<file path="config.mk">
export PLATFORM = sky130hd
export DESIGN_NAME = dmem_bus_bridge
export DESIGN_NICKNAME = d
export VERILOG_FILES = /design/src/rtl/dmem_bus_bridge.sv
export SDC_FILE = /design/constraint.sdc
export NUM_CORES = 1
export LEC_CHECK = 0
export ABC_CLOCK_PERIOD_IN_PS = 2950
export CORE_UTILIZATION = 35
export CTS_CLUSTER_DIAMETER = 100
export CTS_CLUSTER_SIZE = 40
export DETAILED_ROUTE_END_ITERATION = 8
export GPL_TIMING_DRIVEN = 0
export HOLD_SLACK_MARGIN = 0.03
export PLACE_DENSITY = 0.66
export SYNTH_ARGS = -nofsm -noshare
export SYNTH_HDL_FRONTEND = slang
export SYNTH_SLANG_ARGS = --single-unit
export TNS_END_PERCENT = 50
</file>
<file path="constraint.sdc">
create_clock -name clk -period 2.95 [get_ports clk]
set_clock_uncertainty 0.05 [all_clocks]
set_input_delay 0.4425 -clock clk [delete_from_list [all_inputs] [get_ports clk]]
set_output_delay 0.4425 -clock clk [all_outputs]
set_load 0.02 [all_outputs]
</file>
<file path="src/rtl/dmem_bus_bridge.sv">
// dmem_bus_bridge: bridges one MEM-stage load/store to a valid/ready data-memory
// bus with a separate read-response phase. Loads are lane-selected and extended,
// stores are lane-replicated with byte strobes, the pipeline is stalled while
// the access is in flight, and misaligned or timed-out accesses are flagged.
//
// Ports
//   clk, resetn                      clock, asynchronous active-low reset
//   req_valid_m_i .. req_wdata_m_i   MEM-stage request (held while stall_o=1)
//   bus_valid_o, bus_ready_i         command handshake
//   bus_we_o, bus_addr_o             command type and word-aligned address
//   bus_wdata_o, bus_wstrb_o         lane-replicated store data and strobes
//   bus_rvalid_i, bus_rdata_i        read response
//   stall_o                          combinational pipeline freeze
//   done_o, rdata_o                  completion pulse and formatted load data
//   misalign_o, err_o                completion flags (valid with done_o)
module dmem_bus_bridge #(
    parameter int unsigned TIMEOUT_CYCLES = 16,
    parameter int unsigned CNT_W          = 8
) (
    input  logic        clk,
    input  logic        resetn,
    input  logic        req_valid_m_i,
    input  logic        req_we_m_i,
    input  logic [1:0]  req_size_m_i,
    input  logic        req_unsigned_m_i,
    input  logic [31:0] req_addr_m_i,
    input  logic [31:0] req_wdata_m_i,
    output logic        bus_valid_o,
    input  logic        bus_ready_i,
    output logic        bus_we_o,
    output logic [31:0] bus_addr_o,
    output logic [31:0] bus_wdata_o,
    output logic [3:0]  bus_wstrb_o,
    input  logic        bus_rvalid_i,
    input  logic [31:0] bus_rdata_i,
    output logic        stall_o,
    output logic        done_o,
    output logic [31:0] rdata_o,
    output logic        misalign_o,
    output logic        err_o
);

    typedef enum logic [1:0] {IDLE, CMD, WAIT_R, DONE} state_t;

    localparam logic             TO_EN    = (TIMEOUT_CYCLES != 0);
    localparam logic [CNT_W-1:0] CNT_LAST = (TIMEOUT_CYCLES == 0) ? '0 : CNT_W'(TIMEOUT_CYCLES - 1);

    state_t           state;
    logic [CNT_W-1:0] cnt;
    logic [1:0]       lane_q;
    logic [1:0]       size_q;
    logic             uns_q;
    logic             we_q;

    logic             aligned_c;
    logic             timeout_c;
    logic [31:0]      st_data_c;
    logic [3:0]       st_strb_c;

    // Alignment check on the incoming request; size 11 is never legal.
    always_comb begin
        aligned_c = 1'b0;
        case (req_size_m_i)
            2'b00:   aligned_c = 1'b1;
            2'b01:   aligned_c = ~req_addr_m_i[0];
            2'b10:   aligned_c = (req_addr_m_i[1:0] == 2'b00);
            default: aligned_c = 1'b0;
        endcase
    end

    // Store lane replication and strobe generation.
    always_comb begin
        st_data_c = 32'h0;
        st_strb_c = 4'b0000;
        if (req_we_m_i) begin
            case (req_size_m_i)
                2'b00: begin
                    st_data_c = {4{req_wdata_m_i[7:0]}};
                    st_strb_c = 4'b0001 << req_addr_m_i[1:0];
                end
                2'b01: begin
                    st_data_c = {2{req_wdata_m_i[15:0]}};
                    st_strb_c = 4'b0011 << {req_addr_m_i[1], 1'b0};
                end
                default: begin
                    st_data_c = req_wdata_m_i;
                    st_strb_c = 4'b1111;
                end
            endcase
        end
    end

    // Last allowed wait cycle reached with no awaited event.
    assign timeout_c = TO_EN && (cnt == CNT_LAST);

    assign stall_o = (state == CMD) || (state == WAIT_R)
                   || ((state == IDLE) && req_valid_m_i && aligned_c);

    // Select the addressed lane of the read word and extend it.
    function automatic logic [31:0] fmt_load(input logic [31:0] rd, input logic [1:0] lane,
                                             input logic [1:0] size, input logic uns);
        logic [7:0]  b;
        logic [15:0] h;
        logic [31:0] r;
        b = rd[{lane, 3'b000} +: 8];
        h = rd[{lane[1], 4'b0000} +: 16];
        case (size)
            2'b00:   r = {{24{b[7] & ~uns}}, b};
            2'b01:   r = {{16{h[15] & ~uns}}, h};
            default: r = rd;
        endcase
        return r;
    endfunction

    // Access FSM with registered bus and completion outputs.
    always_ff @(posedge clk or negedge resetn) begin
        if (!resetn) begin
            state       <= IDLE;
            cnt         <= '0;
            lane_q      <= 2'b00;
            size_q      <= 2'b00;
            uns_q       <= 1'b0;
            we_q        <= 1'b0;
            bus_valid_o <= 1'b0;
            bus_we_o    <= 1'b0;
            bus_addr_o  <= 32'h0;
            bus_wdata_o <= 32'h0;
            bus_wstrb_o <= 4'b0000;
            done_o      <= 1'b0;
            rdata_o     <= 32'h0;
            misalign_o  <= 1'b0;
            err_o       <= 1'b0;
        end else begin
            done_o     <= 1'b0;
            misalign_o <= 1'b0;
            err_o      <= 1'b0;
            case (state)
                IDLE: begin
                    if (req_valid_m_i) begin
                        if (!aligned_c) begin
                            misalign_o <= 1'b1;
                            done_o     <= 1'b1;
                            rdata_o    <= 32'h0;
                            state      <= DONE;
                        end else begin
                            lane_q      <= req_addr_m_i[1:0];
                            size_q      <= req_size_m_i;
                            uns_q       <= req_unsigned_m_i;
                            we_q        <= req_we_m_i;
                            bus_valid_o <= 1'b1;
                            bus_we_o    <= req_we_m_i;
                            bus_addr_o  <= {req_addr_m_i[31:2], 2'b00};
                            bus_wdata_o <= st_data_c;
                            bus_wstrb_o <= st_strb_c;
                            cnt         <= '0;
                            state       <= CMD;
                        end
                    end
                end
                CMD: begin
                    if (bus_ready_i) begin
                        bus_valid_o <= 1'b0;
                        if (we_q) begin
                            done_o  <= 1'b1;
                            rdata_o <= 32'h0;
                            state   <= DONE;
                        end else begin
                            cnt   <= '0;
                            state <= WAIT_R;
                        end
                    end else if (timeout_c) begin
                        // Abort without a handshake; the bus slave must tolerate this.
                        bus_valid_o <= 1'b0;
                        err_o       <= 1'b1;
                        done_o      <= 1'b1;
                        rdata_o     <= 32'h0;
                        state       <= DONE;
                    end else begin
                        cnt <= cnt + CNT_W'(1);
                    end
                end
                WAIT_R: begin
                    if (bus_rvalid_i) begin
                        rdata_o <= fmt_load(bus_rdata_i, lane_q, size_q, uns_q);
                        done_o  <= 1'b1;
                        state   <= DONE;
                    end else if (timeout_c) begin
                        err_o   <= 1'b1;
                        done_o  <= 1'b1;
                        rdata_o <= 32'h0;
                        state   <= DONE;
                    end else begin
                        cnt <= cnt + CNT_W'(1);
                    end
                end
                DONE: begin
                    state <= IDLE;
                end
                default: begin
                    state <= IDLE;
                end
            endcase
        end
    end

endmodule

</file>
# Word level (Yosys, flattened, before mapping)
# Index checks and enable logic that the tools add are counted.
[classes] addsub=1 n_shift=4 mux=43 n_reduce_logical=14 n_bitwise=4 n_eq_ne=14
[ops] op="$mux W32" count=7
[ops] op="$pmux W32 S2" count=2
[ops] op="$pmux W32 S3" count=1
[ops] op="$mux W8" count=6
[ops] op="$shiftx A32 B6 Y16" count=1
[ops] op="$shiftx A32 B6 Y8" count=1
[ops] op="$pmux W8 S3" count=1
[ops] op="$mux W1" count=14
[ops] op="$mux W2" count=5
[ops] op="$ne A3 B3 Y1 const B" count=3
[ops] op="$add A8 B1 Y8 const B" count=1
[ops] op="$eq A8 B4 Y1 const B" count=1
[ops] op="$logic_not A2 Y1" count=4
[ops] op="$ne A2 B2 Y1 const B" count=4
[ops] op="$pmux W2 S4" count=1
[ops] op="$pmux W4 S2" count=1
[ops] op="$reduce_and A4 Y1" count=2
[ops] op="$eq A2 B1 Y1 const B" count=3
[ops] op="$eq A2 B2 Y1 const B" count=3
[ops] op="$pmux W1 S3" count=2
[ops] op="$reduce_and A5 Y1" count=1
[ops] op="$mux W4" count=1
[ops] op="$pmux W1 S2" count=2
[ops] op="$shl A1 B2 Y4 const A" count=1
[ops] op="other kinds (8)" count=12
[word_totals] inputBits=105 register_bits=118 output_inout_bits=106 elab_cells=94

# Longest topological paths before layout
# Gate-level depths: netlist of run 1.
[depth] ltp_word=5 mapped_depth=9 ltp_nobuf=7

# Worst setup path after synthesis of run 1
# OpenSTA, ideal clock, no wires.
[synth_path] path_kind="reg2out" startpoint="register state[1]" endpoint="output port stall_o" stages_incl_launch_ff=8 arrival_ns=1.655 n_path_buf=2 slack_ns=0.802 required_time_ns=2.457 path_cell_list="dfrtp_1 -> inv_1 -> ha_1 -> nand2_1 -> o21bai_1 -> clkbuf_1 -> clkbuf_1 -> nand2b_1"
[synth_via] elab_chain_len=4 elab_cells_between_ends=7 classes_between="eq/ne (2); reduce/logical (5)"
[synth_lines] item="from (decl)" line="48" source="state_t state;"
[synth_lines] item="from (signal assigned)" line="118" source="state <= IDLE;"
[synth_lines] item="from (signal assigned)" line="144" source="state <= DONE;"
[synth_lines] item="from (signal assigned)" line="156" source="state <= CMD;"
[synth_lines] item="$logic_not A2 Y1" line="97" source="|| ((state == IDLE) && req_valid_m_i && aligned_c);"
[synth_lines] item="$logic_and A1 B1 Y1 (2 in a row)" line="97"
[synth_lines] item="$logic_or A1 B1 Y1 *" line="97"
[synth_lines] item="to (decl)" line="36" source="output logic stall_o,"
# Mark *: on every way between the ends. The rest lies on a longest branch, timed or not.

# Worst setup path after layout of run 1
# Same ends and word-level chain as after synthesis.

==> impl_results.html, run 1 <==
<table>
<tr><th>Metric</th><th>Value</th></tr>
<tr><th colspan="2">Power and ir drop</th></tr>
<tr><td>Internal power</td><td>5.71 mW</td></tr>
<tr><td>Proportion of power drawn by flip-flops and latches</td><td>29.1%</td></tr>
<tr><td>Switching fraction of total power</td><td>37.4%</td></tr>
<tr><td>Relative contribution of the clock network to total power</td><td>24.6%</td></tr>
<tr><td>Net load switching power</td><td>3.42 mW</td></tr>
<tr><td>Pwr/cell area</td><td>1030 nW/um2</td></tr>
<tr><td>Power, Total</td><td>9.13 mW</td></tr>
<tr><td>Worst ir drop on vdd</td><td>0.739 mV</td></tr>
<tr><td>Share of power burned in combinational logic</td><td>46.3%</td></tr>
<tr><td>Leakage dissipation</td><td>3.89 nW</td></tr>
<tr><th colspan="2">Finish</th></tr>
<tr><td>Commonest non-fill, non-tap cell in the layout</td><td>clkdlybuf4s50_1</td></tr>
<tr><td>Post-route cell area</td><td>8840 um2</td></tr>
<tr><td>Post-route non-filler standard cell count</td><td>1029</td></tr>
<tr><td>Layout area overhead</td><td>52.2%</td></tr>
<tr><td>Fraction of layout cells with a size suffix above 1</td><td>13.5%</td></tr>
<tr><td>Final nets</td><td>912</td></tr>
<tr><td>Total of fill cells in the finished design</td><td>1388</td></tr>
<tr><td>Utilization after layout</td><td>55.1%</td></tr>
<tr><td>Commonest cells after routing, fill and taps aside</td><td>clkdlybuf4s50_1 (205), dfrtp_1 (118), nand2_1 (107)</td></tr>
<tr><th colspan="2">Worst setup path</th></tr>
<tr><td>Data arrival time of the critical path</td><td>2.15 ns</td></tr>
<tr><td>Critical Path Source Type</td><td>flop</td></tr>
<tr><td>Critical path start-end classification</td><td>flop to primary output</td></tr>
<tr><td>Critical path data required time</td><td>2.46 ns</td></tr>
<tr><td>Count of buffer and inverter cells on the critical path</td><td>4</td></tr>
<tr><td>Family with the most delay on the worst path</td><td>buffers and inverters</td></tr>
<tr><td>Critical path endpoint category</td><td>primary output</td></tr>
<tr><td>Sequence of cells on the critical path</td><td>inv_1 &gt; ha_1 &gt; nand2_1 &gt; o21bai_1 &gt; buf_6 &gt; clkbuf_4 &gt; nand2b_1 &gt; clkbuf_2</td></tr>
<tr><td>CP max stage cell</td><td>dfrtp_1</td></tr>
<tr><td>Largest fanout on the critical path</td><td>10</td></tr>
<tr><td>Critical path's largest stage delay</td><td>0.42 ns</td></tr>
<tr><td>Register-to-Register Setup Slack</td><td>0.37 ns</td></tr>
<tr><th colspan="2">Timing</th></tr>
<tr><td>Worst path setup slack after routing</td><td>0.303 ns</td></tr>
<tr><td>Total negative slack</td><td>0 ns</td></tr>
<tr><td>Post-Route Hold Slack</td><td>0.432 ns</td></tr>
<tr><td>Setup repair after global routing missed its margin</td><td>false</td></tr>
<tr><td>Worst Tran Pin Value</td><td>0.968 ns</td></tr>
<tr><td>Relative slew slack</td><td>35.1%</td></tr>
<tr><td>Ratio of final minimum period to clock period</td><td>89.7%</td></tr>
<tr><td>Endpoints failing hold</td><td>0</td></tr>
<tr><td>Max-slew violations</td><td>0</td></tr>
<tr><td>Post-layout minimum cycle time</td><td>2.65 ns</td></tr>
<tr><td>Maximum achievable frequency</td><td>378 MHz</td></tr>
<tr><td>Count of endpoints failing setup in the final report</td><td>0</td></tr>
<tr><th colspan="2">Placed design</th></tr>
<tr><td>GPL Wtd Cong</td><td>0.845</td></tr>
<tr><td>HPWL reported at the end of detailed placement</td><td>13500 um</td></tr>
<tr><td>DP Worst Slack</td><td>-0.748 ns</td></tr>
<tr><td>Buffers added on ports</td><td>207</td></tr>
<tr><td>Post-place instance area</td><td>8180 um2</td></tr>
<tr><td>Cell Count Post-Placement</td><td>997</td></tr>
<tr><th colspan="2">Yosys</th></tr>
<tr><td>Commonest register cell after synthesis</td><td>dfrtp_1</td></tr>
<tr><td>Yosys warning count</td><td>0</td></tr>
<tr><td>Sequential share of the synthesized area</td><td>50.8%</td></tr>
<tr><td>Number of register bits inferred by synthesis</td><td>118</td></tr>
<tr><td>Distinct cell type count of the synthesized netlist</td><td>52</td></tr>
<tr><td>Proportion of register bits with asynchronous set or reset after synthesis</td><td>100%</td></tr>
<tr><td>Area of the mapped netlist</td><td>5810 um2</td></tr>
<tr><td>Number of enable flip-flop cells after synthesis</td><td>0</td></tr>
<tr><td>Mean instance size in the synthesized netlist</td><td>10.2 um2</td></tr>
<tr><td>Synthesized instance count</td><td>572</td></tr>
<tr><th colspan="2">Clock tree</th></tr>
<tr><td>Root Buffer</td><td>clkbuf_16</td></tr>
<tr><td>Depth of the CTS H-tree</td><td>4</td></tr>
<tr><td>TritonCTS clock tree</td><td>done</td></tr>
<tr><td>Clock insertion delay at the later pin of the skew report</td><td>0.41 ns</td></tr>
<tr><td>Maximum count of clock buffers along a single path</td><td>2</td></tr>
<tr><td>Total CTS buffers</td><td>17</td></tr>
<tr><td># Post-CTS Setup Buffers</td><td>0</td></tr>
<tr><td>Clock transition at the register clock pins on the worst setup and hold paths after CTS</td><td>0.05 ns</td></tr>
<tr><td>Clk sinks</td><td>118</td></tr>
<tr><th colspan="2">Detailed routing</th></tr>
<tr><td>Drt via density</td><td>5.18</td></tr>
<tr><td>Initial drt markers</td><td>229</td></tr>
<tr><td>Mean routed wirelength per cell</td><td>17.5 um</td></tr>
<tr><td>ANT nets after route</td><td>0</td></tr>
<tr><td>Pre-Repair DR Iteration Count</td><td>4</td></tr>
<tr><td>Total number of vias</td><td>5326</td></tr>
<tr><td>DR DRC count</td><td>0</td></tr>
<tr><td>Sum of routed wire length over all layers</td><td>18100 um</td></tr>
<tr><th colspan="2">Die</th></tr>
<tr><td>Core outline area</td><td>16100 um2</td></tr>
<tr><td>Effective utilization at floorplan</td><td>36.2%</td></tr>
<tr><td>Count of standard-cell rows</td><td>46</td></tr>
<tr><td>DIE AREA</td><td>17100 um2</td></tr>
<tr><td>Die Width</td><td>131 um</td></tr>
<tr><td>Height of the die</td><td>131 um</td></tr>
<tr><td>Number of ports placed on the die boundary</td><td>211</td></tr>
<tr><th colspan="2">Global routing</th></tr>
<tr><td>Via count of the first global-routing pass</td><td>5351</td></tr>
<tr><td>Number of antenna violations at the first check in global routing</td><td>1</td></tr>
<tr><td>Overall Global Routing Usage</td><td>21.7%</td></tr>
<tr><td>Global-route wire length before repair</td><td>27800 um</td></tr>
<tr><td>Maximum number of pins on one net before global-route repair</td><td>64</td></tr>
<tr><td>Overflow after GRT</td><td>0</td></tr>
<tr><th colspan="2">Worst hold path</th></tr>
<tr><td>HP Class</td><td>flop to flop</td></tr>
<tr><th colspan="2">Outcome</th></tr>
<tr><td>Run status</td><td>completed</td></tr>
<tr><th colspan="2">Flow run</th></tr>
<tr><td>Maximum capacitance violations</td><td>0</td></tr>
</table>
[sequential cells by signal, indices dropped and copies added (netlist names)]
signal,count
size_q,2
rdata_o,32
lane_q,2
state,2
we_q,1
bus_valid_o,1
done_o,1
misalign_o,1
cnt,8
bus_addr_o,30
err_o,1
bus_wstrb_o,4
bus_wdata_o,32
uns_q,1
[cell usage after synthesis (3+ instances only)]
master,instances,share of area (%)
a21o_1,17,2.2
a21oi_1,27,2.3
a22o_1,10,1.5
buf_2,6,0.52
clkbuf_1,29,1.9
dfrtp_1,118,51
ha_1,6,1.3
inv_1,9,0.58
mux2_2,59,11
mux2i_1,10,1.7
nand2_1,107,6.9
nand2b_1,4,0.43
nand3_1,5,0.43
nand3b_1,3,0.39
nor2_1,16,1.0
nor2b_1,4,0.43
nor3_1,4,0.34
o21ai_0,63,5.4
o22a_1,9,1.4
o22ai_1,15,1.6
o2bb2ai_1,7,1.1
o31ai_1,5,0.65
[layer usage]
| metal | GRT usage, % | routed length [um] | part of all wire, % |
|---|---|---|---|
| met3 | 9.32 | 1600 | 8.9 |
| met2 | 34.9 | 8710 | 48 |
| met1 | 25.2 | 7380 | 41 |
| met5 | 0 | 0 | 0 |
| met4 | 9.47 | 359 | 2.0 |
[timing repair]
item | in CTS | in global routing
hold buffers | 1 | 0
gates resized for setup | 5 | 4
endpoints found under the hold margin | 55 | 0
endpoints found under the setup margin | 1 | 1
[worst paths after layout]
check | start | endpoint | depth (start not counted)
max reg2reg | state[1]$_DFFE_PN0N_ | rdata_o[9]$_DFFE_PN0P_ | 7
min in group asynchronous | resetn | bus_addr_o[2]$_DFFE_PN0P_ | 2
min reg2reg | rdata_o[23]$_DFFE_PN0P_ | rdata_o[23]$_DFFE_PN0P_ | 1
max | state[1]$_DFFE_PN0N_ | stall_o | 8
max in group asynchronous | resetn | cnt[6]$_DFFE_PN0P_ | 3
min | rdata_o[23]$_DFFE_PN0P_ | rdata_o[23]$_DFFE_PN0P_ | 1
[worst register-to-register path, stage by stage, from the launching register on]
cell,delay [ns]
dfrtp_1,0.42
inv_1,0.13
ha_1,0.22
nand2_1,0.10
o31ai_1,0.35
nand2_1,0.18
a211oi_1,0.83
a22o_1,0.24
[cells by family (layout without fill, tap and decap cells)]
group | Yosys count | in the layout | share of synthesized area (%)
compound gates | 176 | 176 | 19.6
simple gates | 154 | 154 | 11.7
flops | 118 | 118 | 50.8
mux | 69 | 69 | 13.2
buf+inv | 48 | 287 | 3.36
fa+ha+maj | 6 | 6 | 1.29
other cells | 1 | 3 | 0.0646
[power by group through the flow]
stage	sequential [mW]	clock, mW	combinational [mW]
6_report	2.66	2.25	4.22
3_5_place_dp	2.68	0	4.24
5_1_grt	2.74	2.35	4.53
4_1_cts	2.67	2.28	4.25
2_1_floorplan	3.31	0	1.66
3_3_place_gp	2.66	0	4.16
[final cells by class]
class                      instances  area (um2)  share of cell area [%]
timing repair buffer             209        2110                    23.8
clock inverter                     8         145                    1.64
antenna                            1        2.50                  0.0283
buffer                            39         173                    1.95
inverter                           9        33.8                   0.382
tap                              216         270                    3.06
sequential                       118        2950                    33.4
clock buffer                      22         494                    5.59
multi-input combinational        407        2660                    30.1
No activity file was read; power rests on OpenSTA's default activity.
==> run 2: changes to the inputs <==
--- a/config.mk
+++ b/config.mk
@@ -6,6 +6,7 @@
 export NUM_CORES = 1
 export LEC_CHECK = 0
 export ABC_CLOCK_PERIOD_IN_PS = 2950
+export CORE_MARGIN = 2
 export CORE_UTILIZATION = 35
 export CTS_CLUSTER_DIAMETER = 100
 export CTS_CLUSTER_SIZE = 40
==> run 2 against run 1 <==
  * Highest routed layer unchanged
  * Die area up 3.1%
  * Utilization decreased by 1.6 points
  * Sequential share of layout area rose by 0.24 points
  * Critical endpoint unchanged
  * Hold slack worse by 0.0028 ns
  * Combinational power about the same
  * First-iteration DRC count rose by 24%
  * Worst setup slack worse by 0.063 ns
==> impl_results.html, run 2 (synthesis gave the netlist of run 1 again) <==
<table>
<tr><th>Metric</th><th>Value</th></tr>
<tr><th colspan="2">Outcome</th></tr>
<tr><td>Run status</td><td>completed</td></tr>
<tr><th colspan="2">Clock tree</th></tr>
<tr><td>Root Buffer</td><td>clkbuf_16</td></tr>
<tr><td>Clock insertion delay at the later pin of the skew report</td><td>0.42 ns (about the same)</td></tr>
<tr><td>Maximum count of clock buffers along a single path</td><td>2 (unchanged)</td></tr>
<tr><td>TritonCTS clock tree</td><td>done</td></tr>
<tr><td># Post-CTS Setup Buffers</td><td>0 (unchanged)</td></tr>
<tr><td>Clock transition at the register clock pins on the worst setup and hold paths after CTS</td><td>0.05 ns (about the same)</td></tr>
<tr><td>Total CTS buffers</td><td>17 (unchanged)</td></tr>
<tr><td>Clk sinks</td><td>118 (unchanged)</td></tr>
<tr><td>Depth of the CTS H-tree</td><td>4 (unchanged)</td></tr>
<tr><th colspan="2">Detailed routing</th></tr>
<tr><td>Pre-Repair DR Iteration Count</td><td>4 (unchanged)</td></tr>
<tr><td>Total number of vias</td><td>5308 (-0.34%)</td></tr>
<tr><td>Mean routed wirelength per cell</td><td>17.4 um (-1.0%)</td></tr>
<tr><td>ANT nets after route</td><td>0 (unchanged)</td></tr>
<tr><td>Drt via density</td><td>5.14 (-0.63%)</td></tr>
<tr><td>Initial drt markers</td><td>283 (+24%)</td></tr>
<tr><td>Sum of routed wire length over all layers</td><td>17900 um (-0.71%)</td></tr>
<tr><td>DR DRC count</td><td>0 (unchanged)</td></tr>
<tr><th colspan="2">Die</th></tr>
<tr><td>Count of standard-cell rows</td><td>47 (+2.2%)</td></tr>
<tr><td>Die Width</td><td>133 um (+1.5%)</td></tr>
<tr><td>Core outline area</td><td>16400 um2 (+2.2%)</td></tr>
<tr><td>Height of the die</td><td>133 um (+1.5%)</td></tr>
<tr><td>Number of ports placed on the die boundary</td><td>211 (unchanged)</td></tr>
<tr><td>Effective utilization at floorplan</td><td>35.4% (-0.77 points)</td></tr>
<tr><td>DIE AREA</td><td>17600 um2 (+3.1%)</td></tr>
<tr><th colspan="2">Placed design</th></tr>
<tr><td>Post-place instance area</td><td>8190 um2 (about the same)</td></tr>
<tr><td>HPWL reported at the end of detailed placement</td><td>13700 um (+0.80%)</td></tr>
<tr><td>GPL Wtd Cong</td><td>0.924 (+9.3%)</td></tr>
<tr><td>DP Worst Slack</td><td>-0.715 ns (+0.0326 ns)</td></tr>
<tr><td>Buffers added on ports</td><td>207 (unchanged)</td></tr>
<tr><th colspan="2">Global routing</th></tr>
<tr><td>Number of antenna violations at the first check in global routing</td><td>0 (-1)</td></tr>
<tr><td>Maximum number of pins on one net before global-route repair</td><td>64 (unchanged)</td></tr>
<tr><td>Overflow after GRT</td><td>0 (unchanged)</td></tr>
<tr><td>Via count of the first global-routing pass</td><td>5525 (+3.3%)</td></tr>
<tr><td>Overall Global Routing Usage</td><td>20.7% (-0.96 points)</td></tr>
<tr><td>Global-route wire length before repair</td><td>28900 um (+3.9%)</td></tr>
<tr><th colspan="2">Worst setup path</th></tr>
<tr><td>Number of cells traversed by the worst register-to-register path</td><td>7 (unchanged)</td></tr>
<tr><td>Origin of the critical flop-to-flop path</td><td>state[1]$_DFFE_PN0N_</td></tr>
<tr><td>Critical path start-end classification</td><td>flop to primary output</td></tr>
<tr><td>Crit Reg-Reg Endpoint</td><td>rdata_o[12]$_DFFE_PN0P_</td></tr>
<tr><td>Critical Path Source Type</td><td>flop</td></tr>
<tr><td>Register-to-Register Setup Slack</td><td>0.34 ns (-0.03 ns)</td></tr>
<tr><td>Critical path data required time</td><td>2.46 ns (about the same)</td></tr>
<tr><td>Critical path endpoint category</td><td>primary output</td></tr>
<tr><td>Launch point of the critical path</td><td>state[1]$_DFFE_PN0N_</td></tr>
<tr><td>Largest fanout on the critical path</td><td>19 (+9)</td></tr>
<tr><td>Capture point of the worst path</td><td>stall_o</td></tr>
<tr><td>Data arrival time of the critical path</td><td>2.22 ns (+0.07 ns)</td></tr>
<tr><th colspan="2">Finish</th></tr>
<tr><td>Fraction of layout cells with a size suffix above 1</td><td>12.9% (-0.62 points)</td></tr>
<tr><td>Diode count</td><td>0 (-1)</td></tr>
<tr><td>Total of fill cells in the finished design</td><td>1421 (+2.4%)</td></tr>
<tr><td>Post-route cell area</td><td>8780 um2 (-0.71%)</td></tr>
<tr><td>Layout area overhead</td><td>51.1%</td></tr>
<tr><td>Final nets</td><td>911 (-0.11%)</td></tr>
<tr><td>Registers with the highest flip-flop counts</td><td>bus_wdata_o: 32 flops, rdata_o: 32 flops, bus_addr_o: 30 flops</td></tr>
<tr><td>Commonest cells after routing, fill and taps aside</td><td>clkdlybuf4s50_1 (205), dfrtp_1 (118), nand2_1 (107)</td></tr>
<tr><td>Commonest non-fill, non-tap cell in the layout</td><td>clkdlybuf4s50_1</td></tr>
<tr><td>Utilization after layout</td><td>53.5% (-1.6 points)</td></tr>
<tr><th colspan="2">Worst hold path</th></tr>
<tr><td>Hold wc startpoint</td><td>rdata_o[24]$_DFFE_PN0P_</td></tr>
<tr><td>HP Class</td><td>flop to flop</td></tr>
<tr><th colspan="2">Timing</th></tr>
<tr><td>Max-slew violations</td><td>0 (unchanged)</td></tr>
<tr><td>Post-Route Hold Slack</td><td>0.429 ns (-0.00282 ns)</td></tr>
<tr><td>Worst Tran Pin Value</td><td>0.994 ns (+0.0261 ns)</td></tr>
<tr><td>Maximum achievable frequency</td><td>369 MHz (-2.3%)</td></tr>
<tr><td>Relative slew slack</td><td>33.3% (-1.8 points)</td></tr>
<tr><td>Post-layout minimum cycle time</td><td>2.71 ns (+0.0628 ns)</td></tr>
<tr><td>Ratio of final minimum period to clock period</td><td>91.9% (+2.1 points)</td></tr>
<tr><td>Count of endpoints failing setup in the final report</td><td>0 (unchanged)</td></tr>
<tr><td>Endpoints failing hold</td><td>0 (unchanged)</td></tr>
<tr><td>Worst path setup slack after routing</td><td>0.240 ns (-0.0628 ns)</td></tr>
<tr><td>Setup repair after global routing missed its margin</td><td>false</td></tr>
<tr><th colspan="2">Power and ir drop</th></tr>
<tr><td>Pwr/cell area</td><td>1020 nW/um2 (-1.3%)</td></tr>
<tr><td>Power, Total</td><td>8.95 mW (-2.0%)</td></tr>
<tr><td>Leakage dissipation</td><td>3.85 nW (-1.0%)</td></tr>
<tr><td>Worst ir drop on vdd</td><td>0.510 mV (-31%)</td></tr>
<tr><th colspan="2">Flow run</th></tr>
<tr><td>Maximum capacitance violations</td><td>0 (unchanged)</td></tr>
</table>
==> run 2: final cells by class <==
cell class / count / area [um2] / share of cell area (%)
multi-input cells: 407 / 2660 / 30.3
plain buffers: 38 / 161 / 1.84
clock buffers: 22 / 454 / 5.17
repair buffers: 209 / 2110 / 24.0
clock inverters: 9 / 128 / 1.45
flip-flops and latches: 118 / 2950 / 33.6
inverters: 9 / 33.8 / 0.385
well taps: 220 / 275 / 3.14
==> run 2: critical path, cell delays in order (launching register included) <==
cell and delay (ns):
dfrtp_1 0.42, inv_1 0.11, ha_1 0.23, nand2_1 0.11, o21bai_1 0.16, clkbuf_4 0.35
nand2b_1 0.10, dlygate4sd2_1 0.33
==> run 2: timing repair <==
action | 4_1_cts | 5_1_grt
resized for setup | 3 | 0
hold buffers | 1 | 0
endpoints found under the setup margin | 1 | 0
endpoints found under the hold margin | 55 | 0
==> run 2: how the worst min path moves through the flow <==
stage,end,slack (ns),depth (start not counted)
6_report,rdata_o[24]$_DFFE_PN0P_,0.43,1
5_1_grt,rdata_o[20]$_DFFE_PN0P_,0.45,1
4_1_cts,bus_wdata_o[14]$_DFFE_PN0P_,0.40,3
3_5_place_dp,bus_addr_o[24]$_DFFE_PN0P_,0.39,1
3_3_place_gp,rdata_o[25]$_DFFE_PN0P_,0.41,1
2_1_floorplan,bus_addr_o[10]$_DFFE_PN0P_,0.1,0
==> run 2: power by group <==
| part | internal, mW | total, mW | switching (mW) |
|---|---|---|---|
| Combinational | 1.95 | 4.22 | 2.27 |
| Sequential | 2.25 | 2.67 | 0.418 |
| Clock | 1.34 | 2.06 | 0.721 |
==> run 2: stage by stage <==
| step | setup TNS [ns] | instances |
|---|---|---|
| 2_1_floorplan | 0 | 573 |
| 3_3_place_gp | -368.44 | 1000 |
| 3_5_place_dp | -1.13 | 1001 |
| 4_1_cts | 0 | 1032 |
| 5_1_grt | 0 | 1032 |
| 6_report | 0 | 1032 |
==> run 2: metal layers <==
layer	GRT usage, %	vias to the layer above	wire [um]
li1	-	2501	-
met1	25.3	2590	7440
met2	33.3	198	8710
met3	8.28	19	1570
met4	7.29	0	213
met5	0	-	0
==> run 3: changes to the inputs <==
--- a/config.mk
+++ b/config.mk
@@ -5,13 +5,12 @@
 export SDC_FILE = /design/constraint.sdc
 export NUM_CORES = 1
 export LEC_CHECK = 0
-export ABC_CLOCK_PERIOD_IN_PS = 2950
+export ABC_CLOCK_PERIOD_IN_PS = 3300
 export CORE_MARGIN = 2
 export CORE_UTILIZATION = 35
 export CTS_CLUSTER_DIAMETER = 100
 export CTS_CLUSTER_SIZE = 40
 export DETAILED_ROUTE_END_ITERATION = 8
-export GPL_TIMING_DRIVEN = 0
 export HOLD_SLACK_MARGIN = 0.03
 export PLACE_DENSITY = 0.66
 export SYNTH_ARGS = -nofsm -noshare
==> constraint.sdc (replaced) <==
create_clock -name clk -period 3.3 [get_ports clk]
set_clock_uncertainty 0.05 [all_clocks]
set_input_delay 0.495 -clock clk [delete_from_list [all_inputs] [get_ports clk]]
set_output_delay 0.495 -clock clk [all_outputs]
set_load 0.02 [all_outputs]
==> run 3 against run 2 <==
  * Design area is 1.2% lower
  * Non-clock buffer count decreased by 29
  * Utilization is 0.63 points lower
  * Highest routed layer unchanged
  * Hold slack worse by 0.39 ns
  * Critical path depth fell by 1
  * Clock power decreased by 15%
==> impl_results.html, run 3 (synthesis gave the netlist of run 1 again) <==
<table>
<tr><th>Metric</th><th>Value</th></tr>
<tr><th colspan="2">Finish</th></tr>
<tr><td>Total of fill cells in the finished design</td><td>1451 (+2.1%)</td></tr>
<tr><td>Final nets</td><td>882 (-3.2%)</td></tr>
<tr><td>Post-route cell area</td><td>8680 um2 (-1.2%)</td></tr>
<tr><td>Registers with the highest flip-flop counts</td><td>bus_wdata_o: 32 flops, rdata_o: 32 flops, bus_addr_o: 30 flops</td></tr>
<tr><td>Fraction of layout cells with a size suffix above 1</td><td>13.6% (+0.72 points)</td></tr>
<tr><td>Commonest non-fill, non-tap cell in the layout</td><td>clkdlybuf4s50_1</td></tr>
<tr><td>Diode count</td><td>0 (unchanged)</td></tr>
<tr><td>Commonest cells after routing, fill and taps aside</td><td>clkdlybuf4s50_1 (207), dfrtp_1 (118), nand2_1 (107)</td></tr>
<tr><td>Layout area overhead</td><td>49.4%</td></tr>
<tr><th colspan="2">Worst setup path</th></tr>
<tr><td>Critical Path Source Type</td><td>flop</td></tr>
<tr><td>Sequence of cells on the critical path</td><td>inv_1 &gt; ha_1 &gt; nand2_1 &gt; o21bai_4 &gt; nand2b_1 &gt; clkdlybuf4s50_1</td></tr>
<tr><td>Data arrival time of the critical path</td><td>2.20 ns (-0.02 ns)</td></tr>
<tr><td>Largest fanout on the critical path</td><td>4 (-15)</td></tr>
<tr><td>Crit Reg-Reg Endpoint</td><td>rdata_o[7]$_DFFE_PN0P_</td></tr>
<tr><td>Capture point of the worst path</td><td>stall_o</td></tr>
<tr><td>Critical path data required time</td><td>2.75 ns (+0.29 ns)</td></tr>
<tr><td>Origin of the critical flop-to-flop path</td><td>state[0]$_DFFE_PN0N_</td></tr>
<tr><td>Number of cells traversed by the worst register-to-register path</td><td>8 (+1)</td></tr>
<tr><td>Critical path start-end classification</td><td>flop to primary output</td></tr>
<tr><td>Critical path's largest stage delay</td><td>0.60 ns (+0.18 ns)</td></tr>
<tr><td>Register-to-Register Setup Slack</td><td>0.85 ns (+0.51 ns)</td></tr>
<tr><td>Critical path endpoint category</td><td>primary output</td></tr>
<tr><td>Launch point of the critical path</td><td>state[0]$_DFFE_PN0N_</td></tr>
<tr><td>CP max stage cell</td><td>clkdlybuf4s50_1</td></tr>
<tr><th colspan="2">Die</th></tr>
<tr><td>Height of the die</td><td>133 um (unchanged)</td></tr>
<tr><td>DIE AREA</td><td>17600 um2 (unchanged)</td></tr>
<tr><td>Count of standard-cell rows</td><td>47 (unchanged)</td></tr>
<tr><td>Core outline area</td><td>16400 um2 (unchanged)</td></tr>
<tr><td>Die Width</td><td>133 um (unchanged)</td></tr>
<tr><td>Number of ports placed on the die boundary</td><td>211 (unchanged)</td></tr>
<tr><td>Effective utilization at floorplan</td><td>35.4% (unchanged)</td></tr>
<tr><th colspan="2">Clock tree</th></tr>
<tr><td>Post_cts resized</td><td>0 (-3)</td></tr>
<tr><td>Maximum count of clock buffers along a single path</td><td>2 (unchanged)</td></tr>
<tr><td>Clock transition at the register clock pins on the worst setup and hold paths after CTS</td><td>0.05 ns (about the same)</td></tr>
<tr><td>TritonCTS clock tree</td><td>done</td></tr>
<tr><td>Root Buffer</td><td>clkbuf_16</td></tr>
<tr><td># Post-CTS Setup Buffers</td><td>0 (unchanged)</td></tr>
<tr><td>Clock insertion delay at the later pin of the skew report</td><td>0.40 ns (-0.02 ns)</td></tr>
<tr><td>Depth of the CTS H-tree</td><td>4 (unchanged)</td></tr>
<tr><td>Total CTS buffers</td><td>17 (unchanged)</td></tr>
<tr><td>Post-CTS Hold Buffers</td><td>0 (-1)</td></tr>
<tr><td>Clk sinks</td><td>118 (unchanged)</td></tr>
<tr><th colspan="2">Detailed routing</th></tr>
<tr><td>Mean routed wirelength per cell</td><td>17.5 um (+0.65%)</td></tr>
<tr><td>ANT nets after route</td><td>0 (unchanged)</td></tr>
<tr><td>Total number of vias</td><td>5136 (-3.2%)</td></tr>
<tr><td>Pre-Repair DR Iteration Count</td><td>4 (unchanged)</td></tr>
<tr><td>DR DRC count</td><td>0 (unchanged)</td></tr>
<tr><td>Sum of routed wire length over all layers</td><td>17600 um (-2.1%)</td></tr>
<tr><td>Drt via density</td><td>5.12 (-0.54%)</td></tr>
<tr><td>Initial drt markers</td><td>312 (+10%)</td></tr>
<tr><th colspan="2">Timing</th></tr>
<tr><td>Count of endpoints failing setup in the final report</td><td>0 (unchanged)</td></tr>
<tr><td>Post-Route Hold Slack</td><td>0.0362 ns (-0.393 ns)</td></tr>
<tr><td>Post-layout minimum cycle time</td><td>2.75 ns</td></tr>
<tr><td>Setup repair after global routing missed its margin</td><td>false</td></tr>
<tr><td>Worst Tran Pin Value</td><td>1.15 ns (+0.160 ns)</td></tr>
<tr><td>Endpoints failing hold</td><td>0 (unchanged)</td></tr>
<tr><td>Worst path setup slack after routing</td><td>0.551 ns (+0.311 ns)</td></tr>
<tr><td>Total negative slack</td><td>0 ns (unchanged)</td></tr>
<tr><td>Max-slew violations</td><td>0 (unchanged)</td></tr>
<tr><td>Ratio of final minimum period to clock period</td><td>83.3%</td></tr>
<tr><td>Maximum achievable frequency</td><td>364 MHz</td></tr>
<tr><td>Relative slew slack</td><td>23.0% (-10 points)</td></tr>
<tr><th colspan="2">Power and ir drop</th></tr>
<tr><td>Leakage dissipation</td><td>3.82 nW (-0.75%)</td></tr>
<tr><td>Net load switching power</td><td>3.03 mW (-11%)</td></tr>
<tr><td>Proportion of power drawn by flip-flops and latches</td><td>31.5% (+1.7 points)</td></tr>
<tr><td>Share of power burned in combinational logic</td><td>46.2% (-1.0 points)</td></tr>
<tr><td>Internal power</td><td>4.87 mW (-12%)</td></tr>
<tr><td>Worst ir drop on vdd</td><td>0.514 mV (+0.69%)</td></tr>
<tr><td>Relative contribution of the clock network to total power</td><td>22.3% (-0.7 points)</td></tr>
<tr><td>Pwr/cell area</td><td>911 nW/um2 (-11%)</td></tr>
<tr><td>Power, Total</td><td>7.90 mW (-12%)</td></tr>
<tr><td>Switching fraction of total power</td><td>38.4% (+0.28 points)</td></tr>
<tr><th colspan="2">Global routing</th></tr>
<tr><td>Routing usage on met1</td><td>24.6% (-0.63 points)</td></tr>
<tr><td>Via count of the first global-routing pass</td><td>5401 (-2.2%)</td></tr>
<tr><td>Overall Global Routing Usage</td><td>20.4% (-0.33 points)</td></tr>
<tr><td>Met3 Resource Use GR</td><td>8.16% (-0.11 points)</td></tr>
<tr><td>Overflow after GRT</td><td>0 (unchanged)</td></tr>
<tr><td>Maximum number of pins on one net before global-route repair</td><td>110 (+72%)</td></tr>
<tr><td>Global-route wire length before repair</td><td>28600 um (-0.83%)</td></tr>
<tr><td>Peak-usage layer in the global routing report</td><td>met2</td></tr>
<tr><td>Number of antenna violations at the first check in global routing</td><td>0 (unchanged)</td></tr>
<tr><td>Met2 Use GR</td><td>34.1% (+0.78 points)</td></tr>
<tr><th colspan="2">Flow run</th></tr>
<tr><td>Maximum capacitance violations</td><td>0 (unchanged)</td></tr>
<tr><th colspan="2">Worst hold path</th></tr>
<tr><td>HP Class</td><td>input port to asynchronous set/reset pin</td></tr>
<tr><th colspan="2">Placed design</th></tr>
<tr><td>Post-place instance area</td><td>8120 um2 (-0.87%)</td></tr>
<tr><td>Buffers added on ports</td><td>208 (+0.48%)</td></tr>
<tr><td>GPL Wtd Cong</td><td>0.858 (-7.2%)</td></tr>
<tr><td>HPWL reported at the end of detailed placement</td><td>12600 um (-7.9%)</td></tr>
<tr><td>DP Worst Slack</td><td>0.444 ns (+1.16 ns)</td></tr>
<tr><th colspan="2">Outcome</th></tr>
<tr><td>Run status</td><td>completed</td></tr>
</table>
[run 3: critical path: cells and delay by family (launching register included)]
family | cells | cell delay, ns
compound gates | 1 | 0.21
fa+ha+maj | 1 | 0.23
buf+inv | 2 | 0.74
flops | 1 | 0.40
simple gates | 2 | 0.21
[run 3: per-stage QoR]
step	util, %	instances
global route	52.9	1004
CTS	52.9	1004
finish	52.9	1004
detailed placement	49.5	972
floorplan	-	573
global placement	49.5	972
[run 3: area by class of cell]
| class | count | area, um2 | area share [%] |
|---|---|---|---|
| sequential | 118 | 2950 | 34.0 |
| multi-input combinational | 407 | 2680 | 30.8 |
| timing repair buffer | 218 | 2180 | 25.1 |
| clock buffer | 22 | 454 | 5.24 |
| tap | 220 | 275 | 3.17 |
| clock inverter | 10 | 105 | 1.21 |
| inverter | 9 | 33.8 | 0.389 |
[run 3: how the worst min path moves through the flow]
stage,end,cells past startpoint
detailed placement,rdata_o[22]$_DFFE_PN0P_,1
global placement,rdata_o[30]$_DFFE_PN0P_,1
finish,bus_addr_o[25]$_DFFE_PN0P_,1
global route,bus_addr_o[25]$_DFFE_PN0P_,1
CTS,bus_addr_o[25]$_DFFE_PN0P_,1
floorplan,bus_addr_o[10]$_DFFE_PN0P_,0
[run 3: layer usage]
| layer | vias up | routed length (um) |
|---|---|---|
| met5 | - | 0 |
| met4 | 0 | 189 |
| met3 | 16 | 1540 |
| met2 | 185 | 8630 |
| met1 | 2495 | 7200 |
| li1 | 2440 | - |
[run 3: power groups by stage]
| stage | sequential [mW] | combinational, mW | clock, mW |
|---|---|---|---|
| detailed placement | 2.50 | 3.65 | 0 |
| CTS | 2.49 | 3.67 | 1.80 |
| floorplan | 2.96 | 1.48 | 0 |
| global placement | 2.48 | 3.59 | 0 |
| global route | 2.58 | 3.93 | 1.88 |
| finish | 2.49 | 3.65 | 1.76 |
